`config.mk`:
```
export PLATFORM = sky130hd
export DESIGN_NAME = pc_sequencer
export DESIGN_NICKNAME = d
export VERILOG_FILES = /design/src/rtl/risc_ctrl_pkg.sv /design/src/rtl/pc_next_sel.sv /design/src/rtl/pc_sequencer.sv
export SDC_FILE = /design/constraint.sdc
export NUM_CORES = 1
export LEC_CHECK = 0
export ABC_AREA = 1
export CORE_MARGIN = 1.5
export CORE_UTILIZATION = 29
export DETAILED_ROUTE_END_ITERATION = 7
export PLACE_DENSITY = 0.57
export SKIP_CTS_REPAIR_TIMING = 1
export SLEW_MARGIN = 20
export SYNTH_ARGS = -nofsm -noshare
export SYNTH_HDL_FRONTEND = slang
export SYNTH_SLANG_ARGS = --single-unit
```
`constraint.sdc`:
```
create_clock -name clk -period 1.45 [get_ports clk]
set_input_delay 0.145 -clock clk [delete_from_list [all_inputs] [get_ports clk]]
set_output_delay 0.145 -clock clk [all_outputs]
set_load 0.05 [all_outputs]
```
`src/rtl/risc_ctrl_pkg.sv`:
```
// rtl/risc_ctrl_pkg.sv - shared constants, opcode classes and state encoding for the core control path
package risc_ctrl_pkg;

    localparam int ADDR_W_DEF = 7;
    localparam int OPC_W_DEF  = 4;

    localparam logic [3:0] OP_NOP = 4'h0;
    localparam logic [3:0] OP_LD  = 4'h8;
    localparam logic [3:0] OP_ST  = 4'h9;
    localparam logic [3:0] OP_JMP = 4'hA;
    localparam logic [3:0] OP_BZ  = 4'hB;
    localparam logic [3:0] OP_BNZ = 4'hC;
    localparam logic [3:0] OP_HLT = 4'hF;

    typedef enum logic [2:0] {
        CLS_NOP, CLS_ALU, CLS_LD, CLS_ST, CLS_JMP, CLS_BZ, CLS_BNZ, CLS_HLT
    } op_class_t;

    typedef enum logic [2:0] {
        ST_FETCH, ST_DECODE, ST_EXEC, ST_MEM, ST_WB, ST_HALT
    } state_t;

    typedef enum logic [1:0] {
        PC_HOLD, PC_INC, PC_TGT, PC_BR
    } pc_sel_t;

    // Reserved opcodes 0xD/0xE fall through to the NOP class.
    function automatic op_class_t decode_class(input logic [OPC_W_DEF-1:0] op);
        op_class_t cls;
        cls = CLS_NOP;
        if (op >= 4'h1 && op <= 4'h7) cls = CLS_ALU;
        else if (op == OP_LD)         cls = CLS_LD;
        else if (op == OP_ST)         cls = CLS_ST;
        else if (op == OP_JMP)        cls = CLS_JMP;
        else if (op == OP_BZ)         cls = CLS_BZ;
        else if (op == OP_BNZ)        cls = CLS_BNZ;
        else if (op == OP_HLT)        cls = CLS_HLT;
        return cls;
    endfunction

endpackage

```
`src/rtl/pc_next_sel.sv`:
```
// rtl/pc_next_sel.sv - next-PC mux: hold, wrapping increment, jump target or conditional branch
module pc_next_sel
    import risc_ctrl_pkg::*;
#(
    parameter int ADDR_W = ADDR_W_DEF
) (
    input  logic [ADDR_W-1:0] pc_q,
    input  logic [ADDR_W-1:0] target,
    input  logic              cond,
    input  pc_sel_t           sel,
    output logic [ADDR_W-1:0] pc_d
);

    localparam logic [ADDR_W-1:0] ONE = 1;

    logic [ADDR_W-1:0] pc_inc;

    // Width-limited add: the top address wraps to zero with no carry out.
    assign pc_inc = pc_q + ONE;

    always_comb begin
        pc_d = pc_q;
        case (sel)
            PC_INC:  pc_d = pc_inc;
            PC_TGT:  pc_d = target;
            PC_BR:   pc_d = cond ? target : pc_inc;
            default: pc_d = pc_q;
        endcase
    end

endmodule

```
`src/rtl/pc_sequencer.sv`:
```
// rtl/pc_sequencer.sv - multi-cycle fetch/decode/execute control FSM driving the PC register and strobes
module pc_sequencer
    import risc_ctrl_pkg::*;
#(
    parameter int ADDR_W = ADDR_W_DEF,
    parameter int OPC_W  = OPC_W_DEF
) (
    input  logic              clk,
    input  logic              rst,
    input  logic [ADDR_W-1:0] pc_q,
    output logic [ADDR_W-1:0] pc_d,
    output logic              pc_we,
    output logic              imem_req,
    input  logic              imem_ack,
    output logic              ir_we,
    input  logic [OPC_W-1:0]  opcode,
    input  logic [ADDR_W-1:0] target,
    input  logic              zero_flag,
    input  logic              stall,
    output logic              alu_en,
    output logic              rf_we,
    output logic              dmem_rd,
    output logic              dmem_wr,
    input  logic              dmem_ack,
    output logic              halted
);

    state_t            state, state_n;
    op_class_t         cls_q, dec_cls;
    pc_sel_t           pc_sel;
    logic              br_cond;
    logic [ADDR_W-1:0] sel_pc_d;

    assign dec_cls = decode_class(opcode);

    always_ff @(posedge clk) begin
        if (rst) begin
            state <= ST_FETCH;
            cls_q <= CLS_NOP;
        end else begin
            state <= state_n;
            if (state == ST_DECODE && !stall)
                cls_q <= dec_cls;
        end
    end

    always_comb begin
        state_n  = state;
        pc_sel   = PC_HOLD;
        br_cond  = 1'b0;
        pc_we    = 1'b0;
        imem_req = 1'b0;
        ir_we    = 1'b0;
        alu_en   = 1'b0;
        rf_we    = 1'b0;
        dmem_rd  = 1'b0;
        dmem_wr  = 1'b0;
        halted   = 1'b0;
        case (state)
            ST_FETCH: begin
                imem_req = 1'b1;
                if (imem_ack) begin
                    ir_we   = 1'b1;
                    state_n = ST_DECODE;
                end
            end
            ST_DECODE: if (!stall) begin
                case (dec_cls)
                    CLS_LD, CLS_ST: state_n = ST_MEM;
                    CLS_JMP: begin
                        pc_we   = 1'b1;
                        pc_sel  = PC_TGT;
                        state_n = ST_FETCH;
                    end
                    CLS_BZ, CLS_BNZ: begin
                        pc_we   = 1'b1;
                        pc_sel  = PC_BR;
                        br_cond = (dec_cls == CLS_BZ) ? zero_flag : !zero_flag;
                        state_n = ST_FETCH;
                    end
                    CLS_HLT: state_n = ST_HALT;
                    default: state_n = ST_EXEC;
                endcase
            end
            ST_EXEC: if (!stall) begin
                alu_en  = (cls_q == CLS_ALU);
                state_n = ST_WB;
            end
            // The memory handshake stays open regardless of stall until acked.
            ST_MEM: begin
                dmem_rd = (cls_q == CLS_LD);
                dmem_wr = (cls_q == CLS_ST);
                if (dmem_ack) begin
                    if (cls_q == CLS_ST) begin
                        pc_we   = 1'b1;
                        pc_sel  = PC_INC;
                        state_n = ST_FETCH;
                    end else begin
                        state_n = ST_WB;
                    end
                end
            end
            ST_WB: if (!stall) begin
                rf_we   = (cls_q == CLS_ALU) || (cls_q == CLS_LD);
                pc_we   = 1'b1;
                pc_sel  = PC_INC;
                state_n = ST_FETCH;
            end
            ST_HALT: halted = 1'b1;
            default: state_n = ST_FETCH;
        endcase
        if (rst) begin
            pc_sel   = PC_HOLD;
            pc_we    = 1'b0;
            imem_req = 1'b0;
            ir_we    = 1'b0;
            alu_en   = 1'b0;
            rf_we    = 1'b0;
            dmem_rd  = 1'b0;
            dmem_wr  = 1'b0;
            halted   = 1'b0;
        end
    end

    pc_next_sel #(.ADDR_W(ADDR_W)) u_pc_next_sel (
        .pc_q   (pc_q),
        .target (target),
        .cond   (br_cond),
        .sel    (pc_sel),
        .pc_d   (sel_pc_d)
    );

    assign pc_d = rst ? '0 : sel_pc_d;

endmodule

```
Word-level counts from Yosys, hierarchy flattened
Index checks and enable logic that the tools add are counted.
{"block": "op_classes", "addsub": 1, "n_lt_le_gt_ge": 2, "n_eq_ne": 28, "mux": 53, "bitwise_logic": 1, "n_reduce_logical": 10}
{"operator": "$mux 3", "count": 13}
{"operator": "$mux 1", "count": 30}
{"operator": "$eq 4x4->1 const B", "count": 6}
{"operator": "$pmux 7 s3", "count": 1}
{"operator": "$eq 3x2->1 const B", "count": 6}
{"operator": "$eq 3x3->1 const B", "count": 6}
{"operator": "$pmux 3 s6", "count": 1}
{"operator": "$mux 7", "count": 2}
{"operator": "$ne 2x2->1 const B", "count": 5}
{"operator": "$pmux 3 s3", "count": 1}
{"operator": "$add 7x1->7 const B", "count": 1}
{"operator": "$eq 3x1->1 const B", "count": 2}
{"operator": "$pmux 2 s3", "count": 1}
{"operator": "$reduce_and 6->1", "count": 1}
{"operator": "$eq 2x2->1 const B", "count": 2}
{"operator": "$ge 4x1->1 const B", "count": 1}
{"operator": "$le 4x3->1 const B", "count": 1}
{"operator": "$mux 2", "count": 2}
{"operator": "$pmux 2 s2", "count": 1}
{"operator": "$reduce_or 2->1", "count": 2}
{"operator": "$logic_not 3->1", "count": 1}
{"operator": "$pmux 1 s3", "count": 1}
{"operator": "$reduce_or 3->1", "count": 1}
{"operator": "$eq 2x1->1 const B", "count": 1}
{"operator": "other kinds (4)", "count": 6}
{"block": "totals", "register_bits": 6, "in_bits": 24, "out_inout_bits": 15, "word_cells": 97}

Longest topological paths before layout
{"block": "logic_depth", "ltp_word": 17, "mapped_depth": 13, "ltp_nobuf": 13}

Modules after synthesis
A second synthesis with hierarchy kept.
{"block": "hier_totals", "cells_unflattened": 179, "hier_area_um2": 934.6}
{"mod": "pc_sequencer", "instances": 1, "cells_per_inst": 124, "area_each_um2": 659.4, "seq_area_each_um2": 120.1}
{"mod": "pc_next_sel", "instances": 1, "cells_per_inst": 55, "area_each_um2": 275.3, "seq_area_each_um2": 0.0}

Worst setup path after synthesis
No wires, ideal clock.
{"block": "synth_timing", "path_kind": "flip-flop to output port", "start": "reg state[2]", "end": "out alu_en", "arrival_ns": 1.987, "required_time_ns": 1.305, "slack_ns": -0.682, "path_stages_with_launch": 4, "n_path_buf": 0, "path_cell_list": "dfxtp_1 -> inv_2 -> nand3_1 -> nor4_1"}
{"block": "synth_via", "elab_chain_cells": 3}
{"item": "start: declaration", "line": "pc_sequencer.sv:28", "text": "state_t state, state_n;"}
{"item": "start signal: assignment", "line": "pc_sequencer.sv:41", "text": "state <= state_n;"}
{"item": "$eq 3x2->1", "line": "pc_sequencer.sv:59", "text": "case (state)"}
{"item": "$mux 1", "line": "pc_sequencer.sv:59"}
{"item": "$mux 1", "line": "pc_sequencer.sv:112", "text": "if (rst) begin"}
{"item": "end: declaration", "line": "pc_sequencer.sv:20", "text": "output logic alu_en,"}
Every way passes these cells.

Worst setup path after layout
{"block": "layout_timing", "start": "reg state[2]", "end": "out pc_d[3]"}
{"block": "layout_via", "elab_chain_cells": 6, "elab_cells_between_ends": 12, "cone_classes": "eq/ne (6); mux (6)"}
{"item": "$eq 3x3->1 (tied with other cells)", "line": "pc_sequencer.sv:59"}
{"item": "$pmux 2 s3", "line": "pc_sequencer.sv:59"}
{"item": "$mux 2", "line": "pc_sequencer.sv:112"}
{"item": "$eq 2x2->1 / $eq 2x1->1 (equally long branches)", "line": "pc_next_sel.sv:23", "text": "case (sel)"}
{"item": "$pmux 7 s3 (*)", "line": "pc_next_sel.sv:23"}
{"item": "$mux 7 (*)", "line": "pc_sequencer.sv:133", "text": "assign pc_d = rst ? '0 : sel_pc_d;"}
{"item": "end: declaration", "line": "pc_sequencer.sv:11", "text": "output logic [ADDR_W-1:0] pc_d,"}
Mark *: on every way between the ends. The rest lies on a longest branch, timed or not.

==> impl_results.md <==
* Status: complete, but fails checks
* Failing checks: negative setup slack
* Max-cap viol count at 0
* Placement Rows at 22
* Post-synth EDFFs at 0
* WL final at 4.12 mm
* Fin nets at 333
* Synth top area cells: nand2_1, dfxtp_1, inv_1
* Worst Skew at 0.000730 ns
* Initial Util at 30.3%
* Setup violators final at 14
* Tcrit/Tclk final at 142%
* Maximum achievable frequency at approximately 500 MHz
* Detailed-router iteration count before antenna repair at 4
* Initial antenna violation count at 0
* # IOs at 39
* VDD IR max at 1.06 mV
* RePlAce Congestion at 0.870
* HP Class: input port to flop
* H-Tree Depth at 1
* Worst setup margin at -0.608 ns
* Seq/Total Area, Yosys at 10.8%
* Syn Area/Cell at 5.32 um2
* Syn-to-layout area delta at 126%
* Pre-CTS WS at -0.606 ns
* Ant diodes at 0
* Setup crit start kind: flop
* Most used DFF post-synth: dfxtp_1
* First-pass GRT wire length at 6.36 mm
* Syn_nets at 234
* Met3 wire length at 131 um
* Synthesized flop and latch total at 6
* GR Overflow Total at 0
* Share of layout cells above drive strength 1 at 47.1%
* CP required at 1.31 ns
* Worst Path Arrival at 1.91 ns
* PortBufs at 38
* Max-slew violation count at 0
* DR vias/cell at 4.62
* P_leak at 1.26 nW
* Metal2 WL at approximately 1.8 mm
* Via count at 1,637
* Area share of the largest cell type after synthesis at 23.0%
* Hold Fails Final Rpt at 0
* Metal-1 WL at 2.07 mm
* ANT nets after route at 0
* Most common library cells after synthesis: nand2_1, inv_1, nor2_1
* Most numerous cell in the Yosys netlist: nand2_1
* Async set-reset flop share out of synthesis at 0%
* Vias in the first global route at 1,478
* Root Driver: clkbuf_8
* Max Root-Sink Buffers at 2
* Total power divided by cell area at about 770 nW/um2
* # DRC at 0
* Clock latency on the worst-skew pair at 0.23 ns
* Wire per inst at between 10 and 15 um
* Die Y at 64.9 um
* RSZ-0062 raised after global routing: yes
* TritonCTS Buffers at 3
* Width of the chip at 64.9 um
* Syn Inst Count at 209
* Critical setup path kind: flop to output pin
* FILL cells at 290
* CP max FO at 6
* CTS clock-pin slew for the worst setup and hold paths at 0.04 ns
* Core box area at 3660 um2
* Synth Cell Area at 1110 um2
* Synth warn at 0
* Initial DRC count at 55
* Top layer in use: met4
* Die area at 4210 um2
* Design Power at 0.00193 W
* Tot GR Track Use at around a fifth
* Largest net degree at the start of global routing at 11
* Worst rel slew slack at 82.3%
* Worst Max-Slew Pin Slew at about 0.26 ns
* Clk sinks at 6
* HPWL after DPL at between 3 and 4 mm
* Yosys top cell by area: nand2_1
* Tmin final at 2.06 ns
* Netlist cell types at 26
* Crit end category: output pin
* CTS tree: built
## flip-flops by register name (all words and copies together) (netlist names)
name	flops
cls_q	3
state	3
## cell families (layout without fill, tap and decap cells)
group           after synthesis  after routing  synth area share (%)
compound gates               24             24                  11.4
simple gates                141            142                  62.8
buf+inv                      34            130                  11.5
flops                         6              6                  10.8
fa+ha+maj                     1              1                  1.13
xor+xnor                      3              3                  2.37
## final timing paths
check	cells past startpoint	end	slack, ns	startpoint
max	13	pc_d[3]	-0.61	state[2]$_SDFFE_PP0P_
min	3	cls_q[0]$_SDFFE_PP0P_	0.33	opcode[0]
max reg2reg	9	state[0]$_SDFFE_PP0P_	-0.03	state[2]$_SDFFE_PP0P_
min reg2reg	2	state[0]$_SDFFE_PP0P_	0.57	state[0]$_SDFFE_PP0P_
## worst max-delay path, cell delays in order (launching register included)
cell and delay (ns):
dfxtp_2 0.33, inv_4 0.09, nand3_4 0.10, nor2_8 0.16
nand2_4 0.09, nand3_4 0.14, nand2_8 0.09, nor2_8 0.15
buf_6 0.12, nand2_4 0.04, nand2_4 0.07, nor2_4 0.04
nor2_4 0.11, buf_12 0.14
## metal layers
layer	up-vias	global-route usage, %
met5	-	0
met4	0	6.38
met3	7	2.78
met2	29	27.4
met1	722	28.0
li1	879	-
## power breakdown
| part | total [W] | internal, W | leakage (nW) | switching [W] |
|---|---|---|---|---|
| registers | 0.000273 | 0.000217 | 0.0512 | 0.0000554 |
| clock network | 0.000255 | 0.000179 | 0.0216 | 0.0000767 |
| logic | 0.00140 | 0.000664 | 1.19 | 0.000740 |
| total | 0.00193 | 0.00106 | 1.26 | 0.000873 |
## area by class of cell
cell class              instances  area [um2]  share of cell area (%)
clock buffers                   3        41.3                    1.65
well taps                      48        60.1                    2.39
inverters                      32         136                    5.43
multi-input cells             170        1110                    44.3
flip-flops and latches          6         130                    5.18
repair buffers                 95        1030                    41.1
## cell usage in the layout (no fill, tap or decap), drive strengths merged, types with 6 or more instances in the layout
cell	instances
nand3	22
o21ai	11
inv	30
nand4	8
a21oi	11
dfxtp	6
nand2	74
nor2	30
clkdlybuf4s50	18
buf	72
## through the flow
stage          setup TNS [ns]  hold slack (ns)  utilization (%)  area (um2)  std cells
5_1_grt                 -5.88            0.380             68.6        2510        354
3_3_place_gp            -4.80            0.535             59.8        2190        343
3_5_place_dp            -4.72            0.543             59.8        2190        343
2_1_floorplan           -1.25            0.331                -        1210        209
4_1_cts                 -4.73            0.549             61.0        2230        346
6_report                -4.55            0.326             68.6        2510        354
(Power assumes the default switching activity.)
